<file path="src/rtl/ps2_pkg.sv">
// ps2_pkg: shared constants and types for the PS/2 mouse init controller.
//   - Command bytes sent to the mouse (CMD_*)
//   - Response bytes expected from the mouse (RSP_*)
//   - Controller state encoding (state_t)
package ps2_pkg;

  localparam logic [7:0] CMD_RESET    = 8'hFF;
  localparam logic [7:0] CMD_SET_RATE = 8'hF3;
  localparam logic [7:0] CMD_ENABLE   = 8'hF4;

  localparam logic [7:0] RSP_ACK      = 8'hFA;
  localparam logic [7:0] RSP_RESEND   = 8'hFE;
  localparam logic [7:0] RSP_BAT_OK   = 8'hAA;
  localparam logic [7:0] RSP_BAT_FAIL = 8'hFC;
  localparam logic [7:0] RSP_ID       = 8'h00;

  typedef enum logic [4:0] {
    START,
    SEND_RST,  TXWAIT_RST,  ACK_RST,
    BAT,       ID,
    SEND_RATE, TXWAIT_RATE, ACK_RATE,
    SEND_VAL,  TXWAIT_VAL,  ACK_VAL,
    SEND_EN,   TXWAIT_EN,   ACK_EN,
    STREAM,
    FAIL
  } state_t;

endpackage

</file>
<file path="src/rtl/ps2_timeout_counter.sv">
// ps2_timeout_counter: per-state watchdog for the init controller.
// Ports:
//   CLOCK_50 - system clock
//   reset    - synchronous active-high reset
//   clear    - zero the count (asserted on every state change)
//   enable   - count this cycle (controller is waiting for an event)
//   expired  - high while enabled and the count has reached TIMEOUT_CYCLES-1
module ps2_timeout_counter #(
  parameter int TIMEOUT_CYCLES = 25_000_000
) (
  input  logic CLOCK_50,
  input  logic reset,
  input  logic clear,
  input  logic enable,
  output logic expired
);

  localparam int W = (TIMEOUT_CYCLES > 2) ? $clog2(TIMEOUT_CYCLES) : 1;
  localparam logic [W-1:0] LAST = W'(TIMEOUT_CYCLES - 1);

  logic [W-1:0] count;

  // Saturates at LAST; the controller always leaves the state on expiry,
  // which clears the count.
  always_ff @(posedge CLOCK_50) begin
    if (reset || clear) begin
      count <= '0;
    end else if (enable && (count != LAST)) begin
      count <= count + W'(1);
    end
  end

  assign expired = enable && (count == LAST);

endmodule

</file>
<file path="src/rtl/ps2_mouse_init_controller.sv">
// ps2_mouse_init_controller: drives a PS/2 mouse through power-up init
// (reset, BAT/ID check, set sample rate, enable reporting) and then gates
// received bytes to the packet parser while in stream mode.
// Ports:
//   CLOCK_50, reset                 - clock, synchronous active-high reset
//   ps2_received_data[7:0]          - byte from host core
//   ps2_received_data_en            - 1-cycle strobe, byte valid
//   command_was_sent                - host core finished transmitting
//   error_communication_timed_out   - host core transmit failed
//   the_command[7:0], send_command  - command byte and 1-cycle request
//   parser_data_en                  - received strobe, only in STREAM
//   init_done, init_failed          - in STREAM / reached FAIL (sticky)
//   retry_count[1:0]                - full-sequence restarts consumed
//   fsm_state                       - current controller state (debug)
//
// Handshake: send_command is a single-cycle request with the_command valid
// in that cycle and held afterwards; the host core answers with a
// single-cycle command_was_sent or error_communication_timed_out. Received
// bytes are valid only in the cycle ps2_received_data_en is high; there is
// no back-pressure.
module ps2_mouse_init_controller
  import ps2_pkg::*;
#(
  parameter int         TIMEOUT_CYCLES = 25_000_000,
  parameter int         MAX_RETRIES    = 3,  // must fit in retry_count
  parameter logic [7:0] SAMPLE_RATE    = 8'd100
) (
  input  logic       CLOCK_50,
  input  logic       reset,
  input  logic [7:0] ps2_received_data,
  input  logic       ps2_received_data_en,
  input  logic       command_was_sent,
  input  logic       error_communication_timed_out,
  output logic [7:0] the_command,
  output logic       send_command,
  output logic       parser_data_en,
  output logic       init_done,
  output logic       init_failed,
  output logic [1:0] retry_count,
  output state_t     fsm_state
);

  localparam logic [1:0] RETRY_LIMIT = 2'(MAX_RETRIES);

  state_t     state_q, state_d;
  logic [7:0] cmd_d;
  logic [1:0] retry_d;
  logic       aa_seen_q;
  logic       restart;
  logic       waiting;
  logic       expired;
  logic       rx;

  assign rx = ps2_received_data_en;

  ps2_timeout_counter #(.TIMEOUT_CYCLES(TIMEOUT_CYCLES)) u_timer (
    .CLOCK_50 (CLOCK_50),
    .reset    (reset),
    .clear    (state_d != state_q),
    .enable   (waiting),
    .expired  (expired)
  );

  always_comb begin
    waiting = 1'b0;
    case (state_q)
      TXWAIT_RST, ACK_RST, BAT, ID,
      TXWAIT_RATE, ACK_RATE,
      TXWAIT_VAL, ACK_VAL,
      TXWAIT_EN, ACK_EN: waiting = 1'b1;
      default:           waiting = 1'b0;
    endcase
  end

  always_comb begin
    state_d = state_q;
    restart = 1'b0;
    case (state_q)
      START:     state_d = SEND_RST;
      SEND_RST:  state_d = TXWAIT_RST;
      SEND_RATE: state_d = TXWAIT_RATE;
      SEND_VAL:  state_d = TXWAIT_VAL;
      SEND_EN:   state_d = TXWAIT_EN;

      TXWAIT_RST, TXWAIT_RATE, TXWAIT_VAL, TXWAIT_EN: begin
        if (error_communication_timed_out || expired) begin
          restart = 1'b1;
        end else if (command_was_sent) begin
          // TXWAIT_x is always followed directly by ACK_x in the encoding.
          state_d = state_t'(state_q + 5'd1);
        end
      end

      ACK_RST, ACK_RATE, ACK_VAL, ACK_EN: begin
        if (rx) begin
          if (ps2_received_data == RSP_ACK) begin
            case (state_q)
              ACK_RST:  state_d = BAT;
              ACK_RATE: state_d = SEND_VAL;
              ACK_VAL:  state_d = SEND_EN;
              default:  state_d = STREAM;
            endcase
          end else if (ps2_received_data == RSP_RESEND) begin
            // Resend targets the SEND_x two steps back; no retry consumed.
            state_d = state_t'(state_q - 5'd2);
          end else begin
            restart = 1'b1;
          end
        end else if (expired) begin
          restart = 1'b1;
        end
      end

      BAT: begin
        if (rx) begin
          if (ps2_received_data == RSP_BAT_OK) state_d = ID;
          else                                 restart = 1'b1;
        end else if (expired) begin
          restart = 1'b1;
        end
      end

      ID: begin
        if (rx) begin
          if (ps2_received_data == RSP_ID) state_d = SEND_RATE;
          else                             restart = 1'b1;
        end else if (expired) begin
          restart = 1'b1;
        end
      end

      // A fresh BAT/ID pair in stream mode means the mouse was re-plugged.
      STREAM: begin
        if (rx && aa_seen_q && (ps2_received_data == RSP_ID)) begin
          state_d = SEND_RST;
        end
      end

      default: state_d = state_q;  // FAIL is terminal
    endcase

    retry_d = retry_count;
    if (restart) begin
      if (retry_count < RETRY_LIMIT) begin
        retry_d = retry_count + 2'd1;
        state_d = START;
      end else begin
        state_d = FAIL;
      end
    end

    cmd_d = the_command;
    case (state_d)
      SEND_RST:  cmd_d = CMD_RESET;
      SEND_RATE: cmd_d = CMD_SET_RATE;
      SEND_VAL:  cmd_d = SAMPLE_RATE;
      SEND_EN:   cmd_d = CMD_ENABLE;
      default:   cmd_d = the_command;
    endcase
  end

  always_ff @(posedge CLOCK_50) begin
    if (reset) begin
      state_q     <= START;
      the_command <= 8'h00;
      retry_count <= 2'd0;
      aa_seen_q   <= 1'b0;
    end else begin
      state_q     <= state_d;
      the_command <= cmd_d;
      retry_count <= retry_d;
      if (state_q != STREAM) aa_seen_q <= 1'b0;
      else if (rx)           aa_seen_q <= (ps2_received_data == RSP_BAT_OK);
    end
  end

  assign send_command   = (state_q == SEND_RST) || (state_q == SEND_RATE) ||
                          (state_q == SEND_VAL) || (state_q == SEND_EN);
  assign init_done      = (state_q == STREAM);
  assign init_failed    = (state_q == FAIL);
  assign parser_data_en = init_done && rx;
  assign fsm_state      = state_q;

endmodule

</file>
<file path="config.mk">
export PLATFORM = sky130hd
export DESIGN_NAME = ps2_mouse_init_controller
export DESIGN_NICKNAME = d
export VERILOG_FILES = /design/src/rtl/ps2_pkg.sv /design/src/rtl/ps2_timeout_counter.sv /design/src/rtl/ps2_mouse_init_controller.sv
export SDC_FILE = /design/constraint.sdc
export NUM_CORES = 1
export LEC_CHECK = 0
export CORE_MARGIN = 2
export CORE_UTILIZATION = 50
export CTS_CLUSTER_DIAMETER = 60
export CTS_CLUSTER_SIZE = 16
export DETAILED_ROUTE_END_ITERATION = 10
export PLACE_DENSITY_LB_ADDON = 0.25
export SLEW_MARGIN = 20
export SYNTH_ARGS = -nofsm -noshare
export SYNTH_HDL_FRONTEND = slang
export SYNTH_SLANG_ARGS = --single-unit
</file>
<file path="constraint.sdc">
create_clock -name CLOCK_50 -period 11.4 [get_ports CLOCK_50]
set_clock_uncertainty 0.15 [all_clocks]
set_input_delay 1.71 -clock CLOCK_50 [delete_from_list [all_inputs] [get_ports CLOCK_50]]
set_output_delay 1.71 -clock CLOCK_50 [all_outputs]
set_load 0.1 [all_outputs]
</file>
Yosys cells after proc, flatten, opt, wreduce, memory -nomap -nowiden. Memory sizes are Yosys's and may differ from the RTL's. A register that Yosys moved wholly into a read port is not among the register bits. Cells that the tools add are included.

$add $sub $neg: 4. Order comparisons: 1. Equal/unequal tests: 27. Mux-type cells: 27. Reductions and logical operators: 17.

Operators with widths (count): $mux 5 (12); $eq 5x4->1 const B (10); $pmux 5 s10 (1); $pmux 8 s4 (1); $add 25x1->25 const B (1); $eq 25x25->1 const B (1); $eq 5x3->1 const B (5); $ne 25x25->1 const B (1); $eq 8x8->1 const B (3); $pmux 4 s3 (1); $eq 5x1->1 const B (2); $eq 5x2->1 const B (2); $mux 1 (10); $logic_not 8->1 (1); $reduce_or 4->1 (2); $add 5x1->5 const B (1); $eq 5x5->1 const B (1); $logic_and 1x1->1 (5); $logic_not 5->1 (1); $logic_or 1x1->1 (5); $ne 5x4->1 const B (1); $ne 5x5->1 (1); $sub 5x2->5 const B (1); $mux 4 (1); 6 further kinds (6).

Register bits after elaboration: 41. Bits in read-only memories: 16. Input bits: 13. Logic and storage cells: 82. Memories: 1.

Memory list: (name not given) (words 16, width 1, rd ports 1, clocked after Yosys merged registers in 1, wr ports 0, line ps2_mouse_init_controller.sv:66) `case (state_q)`.

Depth between registers and ports, before layout.
Depth in word-level cells: 8. Depth in mapped cells: 17. Mapped depth without buffers: 14.

Cells and area by module. A second synthesis with hierarchy kept.

Cells, all modules: 360. Area total of the unflattened synthesis: 2900.3 um^2.

Modules (own cells, without submodules): ps2_mouse_init_controller (times used 1, cells each 213, area an instance 1652.8 um^2, sequential area each 280.3 um^2); ps2_timeout_counter (times used 1, cells each 147, area an instance 1247.4 um^2, sequential area each 500.5 um^2).

Worst setup path before layout. Ideal clock, no wire load.

Path kind: reg-to-output. Start point: reg state_q[2] (netlist: fsm_state[2]). End point: out parser_data_en. Data arrival time: 3488 ps. Setup slack: 6052 ps. Stages on the path, launching flop included: 6. Buffers on the path: 2. Cell sequence: dfxtp_1 -> buf_2 -> clkbuf_1 -> and3_1 -> ha_1 -> and2_1.

Cells in the longest elaborated chain, start to end: 2.

RTL lines: start: declaration (line ps2_mouse_init_controller.sv:45) `state_t state_q, state_d;`; start signal: assignment (line ps2_mouse_init_controller.sv:169) `state_q <= state_d;`; $eq 5x4->1 (line ps2_mouse_init_controller.sv:179) `assign init_done = (state_q == STREAM);`; named net init_done (line ps2_mouse_init_controller.sv:37) `output logic init_done,`; $logic_and 1x1->1 (line ps2_mouse_init_controller.sv:181) `assign parser_data_en = init_done && rx;`; end: declaration (line ps2_mouse_init_controller.sv:36) `output logic parser_data_en,`.

The timed path passes the listed nets, and every way through them passes these cells.

Final worst setup path.
Start point: in ps2_received_data_en. End point: out parser_data_en.

Cells in the longest elaborated chain, start to end: 1.

RTL lines: start: declaration (line ps2_mouse_init_controller.sv:31) `input logic ps2_received_data_en,`; $logic_and 1x1->1 (line ps2_mouse_init_controller.sv:181).

Every way passes these cells.

==> run_results.csv <==
group,metric,value,unit
detailed_routing,drt_iter0_drc,204,
global_route,grt_pass1_wl,11.9,mm
sta,relSlewSlack,0.350,
critical_path,max_stage_delay,1.12,ns
logic_synthesis,syn_area,2950,um^2
logic_synthesis,syn_inst,360,
critical_path,critPathKind,"in -> out",
pwr,ir_drop,0.000201,V
cells_and_area,fin_area,3350,um^2
logic_synthesis,yosysWarnings,0,
place,dp_slack,5.84,ns
sta,setup_violations,0,
critical_path,cp_cell_sequence,"clkdlybuf4s50_1, and2_1, clkdlybuf4s50_1",
sta,setup_ws,5.98,ns
critical_path,worstSetupEndpointType,"output pin",
logic_synthesis,synth_cell_types,76,
sta,fin_tns_setup,0,ns
outcome,outcome,"finished, final reports clean",
floorplan,core,5610,um^2
critical_path,path_max_fanout,6,
clock_tree,cts_tree,"yes",
job,cap_viol_max_count,0,
critical_path,cp.required,9.54,ns
floorplan,die_width,80.9,um
place,place_area,3260,um^2
place,dp_hpwl,5.34,mm
global_route,grtUsageTotal,0.229,
clock_tree,insertion_delay,0.29,ns
clock_tree,cts-root-buf,"clkbuf_8",
detailed_routing,vias_per_cell,6.16,
cells_and_area,fill_cells,552,
logic_synthesis,synth_seq_cells,39,
sta,slew_violations,0,
logic_synthesis,synthTopCellsByArea,"dfxtp_1 (26%), nor2_1 (6.1%), xor2_1 (4.7%)",
place,placedCellCount,447,
sta,fin_crit_sh,0.475,
sta,rsz0062_at_grt,"false",
detailed_routing,drcViolationCount,0,
global_route,grt_max_degree,26,
detailed_routing,wl,7.24,mm
critical_path,arrival,3.56,ns
detailed_routing,antenna_left,0,
cells_and_area,final_cells,455,
place,portBuffers,31,
logic_synthesis,synth_edf_count,0,
clock_tree,cts_setup_buffers,0,
global_route,antenna_found_initial,0,
logic_synthesis,syn_avg_cell_area,8.21,um^2
cells_and_area,finalNetCount,406,
global_route,grt_overflow,0,
clock_tree,ctsResizeCount,0,
cells_and_area,drive_gt1_frac,0.110,
pwr,p_per_area,261,nW/um^2
sta,holdWs,0.375,ns
detailed_routing,wl_per_cell,15.9,um
global_route,grt_pass1_vias,2521,
place,gp_congestion,0.976,
floorplan,start_util,0.527,
critical_path,reg2reg_slack,7.00,ns
clock_tree,cts_max_level,2,
clock_tree,cts_sinks,39,
cells_and_area,finish.utilization,0.597,
clock_tree,hold_buffers,0,
sta,fmax,185,MHz
floorplan,die-area,6540,um^2
critical_path,worst_path_max_delay_cell,"clkdlybuf4s50_1",
clock_tree,numCtsBuffers,5,
critical_path,cp-start-kind,"input pin",
logic_synthesis,synth_area_leader_cell,"dfxtp_1",
detailed_routing,first_pass_iters,5,
hold_path,min_path_type,"reg -> reg",
sta,hold_viol_final,0,
logic_synthesis,async_flop_share,0,
floorplan,io_pins,32,
cells_and_area,num_antenna_cells,0,
critical_path,path_common_cell,"clkdlybuf4s50_1",
clock_tree,clockBufferDepth,2,
detailed_routing,num_vias,2802,
logic_synthesis,ys.flop_type,"dfxtp_1",
cells_and_area,area_growth,13.3,%
logic_synthesis,yosys.area.top_type_share,0.264,
clock_tree,path_clk_slew,0.08,ns
logic_synthesis,ys_seq_area_frac,0.264,
floorplan,rows,27,
pwr,leakagePower,1.14,nW
floorplan,die_y,80.9,um
sta,layout_min_cycle_time,5.42,ns
pwr,finalPower,0.875,mW
sta,tightest_slew,0.973,ns
logic_synthesis,syn_nets,384,
-- state kept, by name (all words and copies together) (netlist names), named ones only --
name,cells
retry_count,2
the_command,5
fsm_state,5
aa_seen_q,1
u_timer.count,25
-- final timing paths --
check                        from                 to  depth (start not counted)
min                the_command[2]     the_command[2]                          2
max          ps2_received_data_en     parser_data_en                          3
max reg2reg          fsm_state[0]  u_timer.count[14]                         11
min reg2reg        the_command[2]     the_command[2]                          2
-- cell families (layout without fill, tap and decap cells) --
logic type / count (synthesis) / after routing / share of synthesized area
XOR/XNOR: 25 / 25 / 0.0741
AO/OA/AOI/OAI: 73 / 73 / 0.197
AND/OR/NAND/NOR: 175 / 175 / 0.342
buffers and inverters: 29 / 52 / 0.0474
flip-flops: 39 / 39 / 0.264
adder cells (fa/ha/maj): 11 / 11 / 0.0466
multiplexers: 8 / 8 / 0.0280
-- cell usage after synthesis (5+ instances only) --
| cell | count |
|---|---|
| nor3_1 | 9 |
| and3_1 | 9 |
| xnor2_1 | 9 |
| dfxtp_1 | 39 |
| or2_2 | 5 |
| clkbuf_1 | 7 |
| nor2_2 | 10 |
| nand2b_1 | 5 |
| a21o_1 | 6 |
| o21ai_0 | 9 |
| a21oi_1 | 14 |
| nand3_1 | 17 |
| nand2_1 | 23 |
| nand4_1 | 12 |
| ha_1 | 11 |
| mux2i_1 | 6 |
| inv_1 | 13 |
| nor2_1 | 48 |
| xor2_1 | 16 |
-- routing by layer --
layer / share of wire / track usage / vias to the layer above
met2: 0.43 / 0.351 / 90
met1: 0.50 / 0.335 / 1328
li1: - / - / 1370
met5: 0 / 0 / -
met4: 0.014 / 0.0712 / 0
met3: 0.056 / 0.0278 / 14
-- critical path, delay by kind of cell --
kind	cells	cell delay, ns
buf+inv	2	1.69
simple gates	1	0.15
-- power breakdown --
group | switching, mW | total (mW) | internal (mW)
clock network | 0.0489 | 0.0917 | 0.0428
registers | 0.0317 | 0.186 | 0.154
logic | 0.405 | 0.597 | 0.192
total | 0.485 | 0.875 | 0.389
-- cell type report --
class,instances,area (um^2),share of cell area
Inverter,13,48.8,0.0146
Multi-Input combinational cell,292,2030,0.607
Sequential cell,39,781,0.233
Clock inverter,2,12.5,0.00374
Timing Repair Buffer,31,310,0.0927
Clock buffer,6,72.6,0.0217
Tap cell,72,90.1,0.0269
-- placed cells by master, fill, tap and decap left out, types with 3 or more instances in the layout --
cell and count:
a21o_1 6, nor2_1 48, xor2_1 16, xnor2_1 9
nor3b_1 3, nand4_1 12, ha_1 11, nand2_1 23
nand2b_1 5, nand3_1 17, o211ai_1 3, a21oi_1 14
o21ai_0 9, o22ai_1 3, nor2_2 10, or2_2 5
inv_1 13, a22oi_1 3, mux2i_1 6, or4_1 4
and3_1 9, dfxtp_1 39, nor3_1 9, clkbuf_8 5
o21a_1 3, and2_1 4, clkdlybuf4s50_1 31, nor4_2 3
Power figures use the tool's default switching activity.
==> RTL change (config.mk and constraints unchanged) <==
`TIMEOUT_CYCLES` is set to 25_000_000 in 2 places; all go to 12_500_000.
--- a/src/rtl/ps2_timeout_counter.sv
+++ b/src/rtl/ps2_timeout_counter.sv
@@ -7,5 +7,5 @@
 //   expired  - high while enabled and the count has reached TIMEOUT_CYCLES-1
 module ps2_timeout_counter #(
-  parameter int TIMEOUT_CYCLES = 25_000_000
+  parameter int TIMEOUT_CYCLES = 12_500_000
 ) (
   input  logic CLOCK_50,
--- a/src/rtl/ps2_mouse_init_controller.sv
+++ b/src/rtl/ps2_mouse_init_controller.sv
@@ -22,5 +22,5 @@
   import ps2_pkg::*;
 #(
-  parameter int         TIMEOUT_CYCLES = 25_000_000,
+  parameter int         TIMEOUT_CYCLES = 12_500_000,
   parameter int         MAX_RETRIES    = 3,  // must fit in retry_count
   parameter logic [7:0] SAMPLE_RATE    = 8'd100
Function: same outputs for any inputs over 10 cycles, from zero or initial values and one cycle with reset high; that may be too few to reach the edited logic, so the function may still have changed.
==> RTL change against the unedited design <==
Sequential cell count shrank 1; die area increased by 0.48%; clock power up 6.1%; critical path depth unchanged; power is 16% lower; setup slack lost 0.072 ns; hold slack worse by 0.049 ns; area after synthesis grew 0.51%; routed wire length increased by 4.0%; design area up 1.1%; count of clock-buffer cells in the layout stayed put; combinational power is 21% lower; register-to-register slack improved by 0.14 ns; core utilization down 1.5 points.
==> RTL change: results (changes against the unedited design) <==
- Post-CTS setup buffers: 0 (unchanged)
- Largest register by flop count: u_timer.count
- Pleak: 1.12 nW (-1.8%)
- Placed inst area: 0.00329 mm2 (+0.84%)
- Max-slew headroom: 0.350 (about the same)
- DR vias/cell: 6.25 (+1.5%)
- Vias in the first global route: 2573 (+2.1%)
- Initial DRC count: 206 (+0.98%)
- CTS clk-pin slew, worst paths: 0.08 ns (about the same)
- Sequential fraction of the synthesis area: 0.256 (-0.00808)
- Fraction of registers with async set/reset: 0 (unchanged)
- First-pass GRT wire length: 12100 um (+2.0%)
- Mean area per synthesized cell: 8.09 um2 (-1.4%)
- Fillers: 565 (+2.4%)
- Area share of the leading cell type in the synthesized netlist: 0.256 (-0.00808)
- DP Worst Slack: 5.93 ns (+0.0947 ns)
- Htree depth: 2 (unchanged)
- CTS Buf Count: 5 (unchanged)
- Synth cell types: 73 (-3.9%)
- Ys flop type: dfxtp_1
- Worst skew pair latency: 0.29 ns (about the same)
- Gpl congestion: 0.953 (-2.3%)
- Syn_nets: 391 (+1.8%)
- First-pass DRT Iterations: 5 (unchanged)
- Ant diodes: 0 (unchanged)
- Crit path DAT: 3.63 ns (+0.07 ns)
- Cts repair resizes: 0 (unchanged)
- DR vias: 2894 (+3.3%)
- Largest register FFs: 24 (-4.0%)
- Largest cells by area after synthesis: dfxtp_1, nor3_2, ha_1
- Final wirelength: 7530 um (+4.0%)
- Crit-path max FO: 8 (+2)
- Top cells by instance count after synthesis: dfxtp_1, nor2_1, nand2_1, nor3_2
- # placed instances: 455 (+1.8%)
- Clock Tree Root: clkbuf_8
- Clock tree buffer depth: 2 (unchanged)
- Status: completed
- Max VDD drop: 0.000256 V (+27%)
- Pin count of the biggest net entering global routing: 28 (+7.7%)
- PortBufs: 31 (unchanged)
- Initial antenna violation count: 0 (unchanged)
- Total global-route track usage: 0.233 (+0.00350)
- Synthesis Warnings: 0 (unchanged)
- Layout cells sized above 1: 0.111 (+0.00116)
- Worst Hold Class: reg2reg
- Layout Nets: 411 (+1.2%)
- Detailed placement HPWL: 5450 um (+2.2%)
## RTL change: worst paths after layout
check	from	to	slack, ns	depth (start not counted)
hold reg to reg	the_command[2]	the_command[2]	0.33	1
setup reg to reg	fsm_state[3]	register	7.14	13
hold / removal	the_command[2]	the_command[2]	0.33	1
setup / recovery	ps2_received_data_en	parser_data_en	5.91	3
## RTL change: layout make-up
type / instances / area [um2] / area share
multi-input cells: 288 / 2030 / 0.600
inverters: 21 / 78.8 / 0.0233
clock buffers: 6 / 82.6 / 0.0244
flip-flops and latches: 38 / 761 / 0.225
well taps: 75 / 93.8 / 0.0277
repair buffers: 33 / 325 / 0.0961
clock inverters: 2 / 12.5 / 0.00370
## RTL change: routing by layer
metal | wire length (um) | track usage | vias to the layer above
met1 | 3510 | 0.320 | 1354
met4 | 192 | 0.0831 | 0
met3 | 463 | 0.0356 | 15
li1 | - | - | 1406
met5 | 0 | 0 | -
met2 | 3360 | 0.370 | 119
## RTL change: cells by family (layout without fill, tap and decap cells)
kind of cell / after synthesis / in the layout / share of synthesized area
buffers and inverters: 41 / 62 / 0.0594
and+or+nand+nor: 161 / 161 / 0.322
AOI/OAI and AO/OA: 84 / 84 / 0.218
xor gates and xnor gates: 26 / 26 / 0.0767
muxes: 6 / 6 / 0.0206
DFF: 38 / 38 / 0.256
adders and majority gates: 11 / 11 / 0.0464
## RTL change: worst max-delay path: stages
cell and delay (ns):
clkdlybuf4s50_1 0.62, and2_1 0.17, clkdlybuf4s50_1 1.12
## RTL change: report_power, final
| part | internal, mW | leakage [nW] | switching (mW) |
|---|---|---|---|
| clock | 0.0486 | 0.0472 | 0.0486 |
| sequential | 0.147 | 0.308 | 0.0197 |
| combinational | 0.131 | 0.765 | 0.340 |
| total | 0.327 | 1.12 | 0.408 |
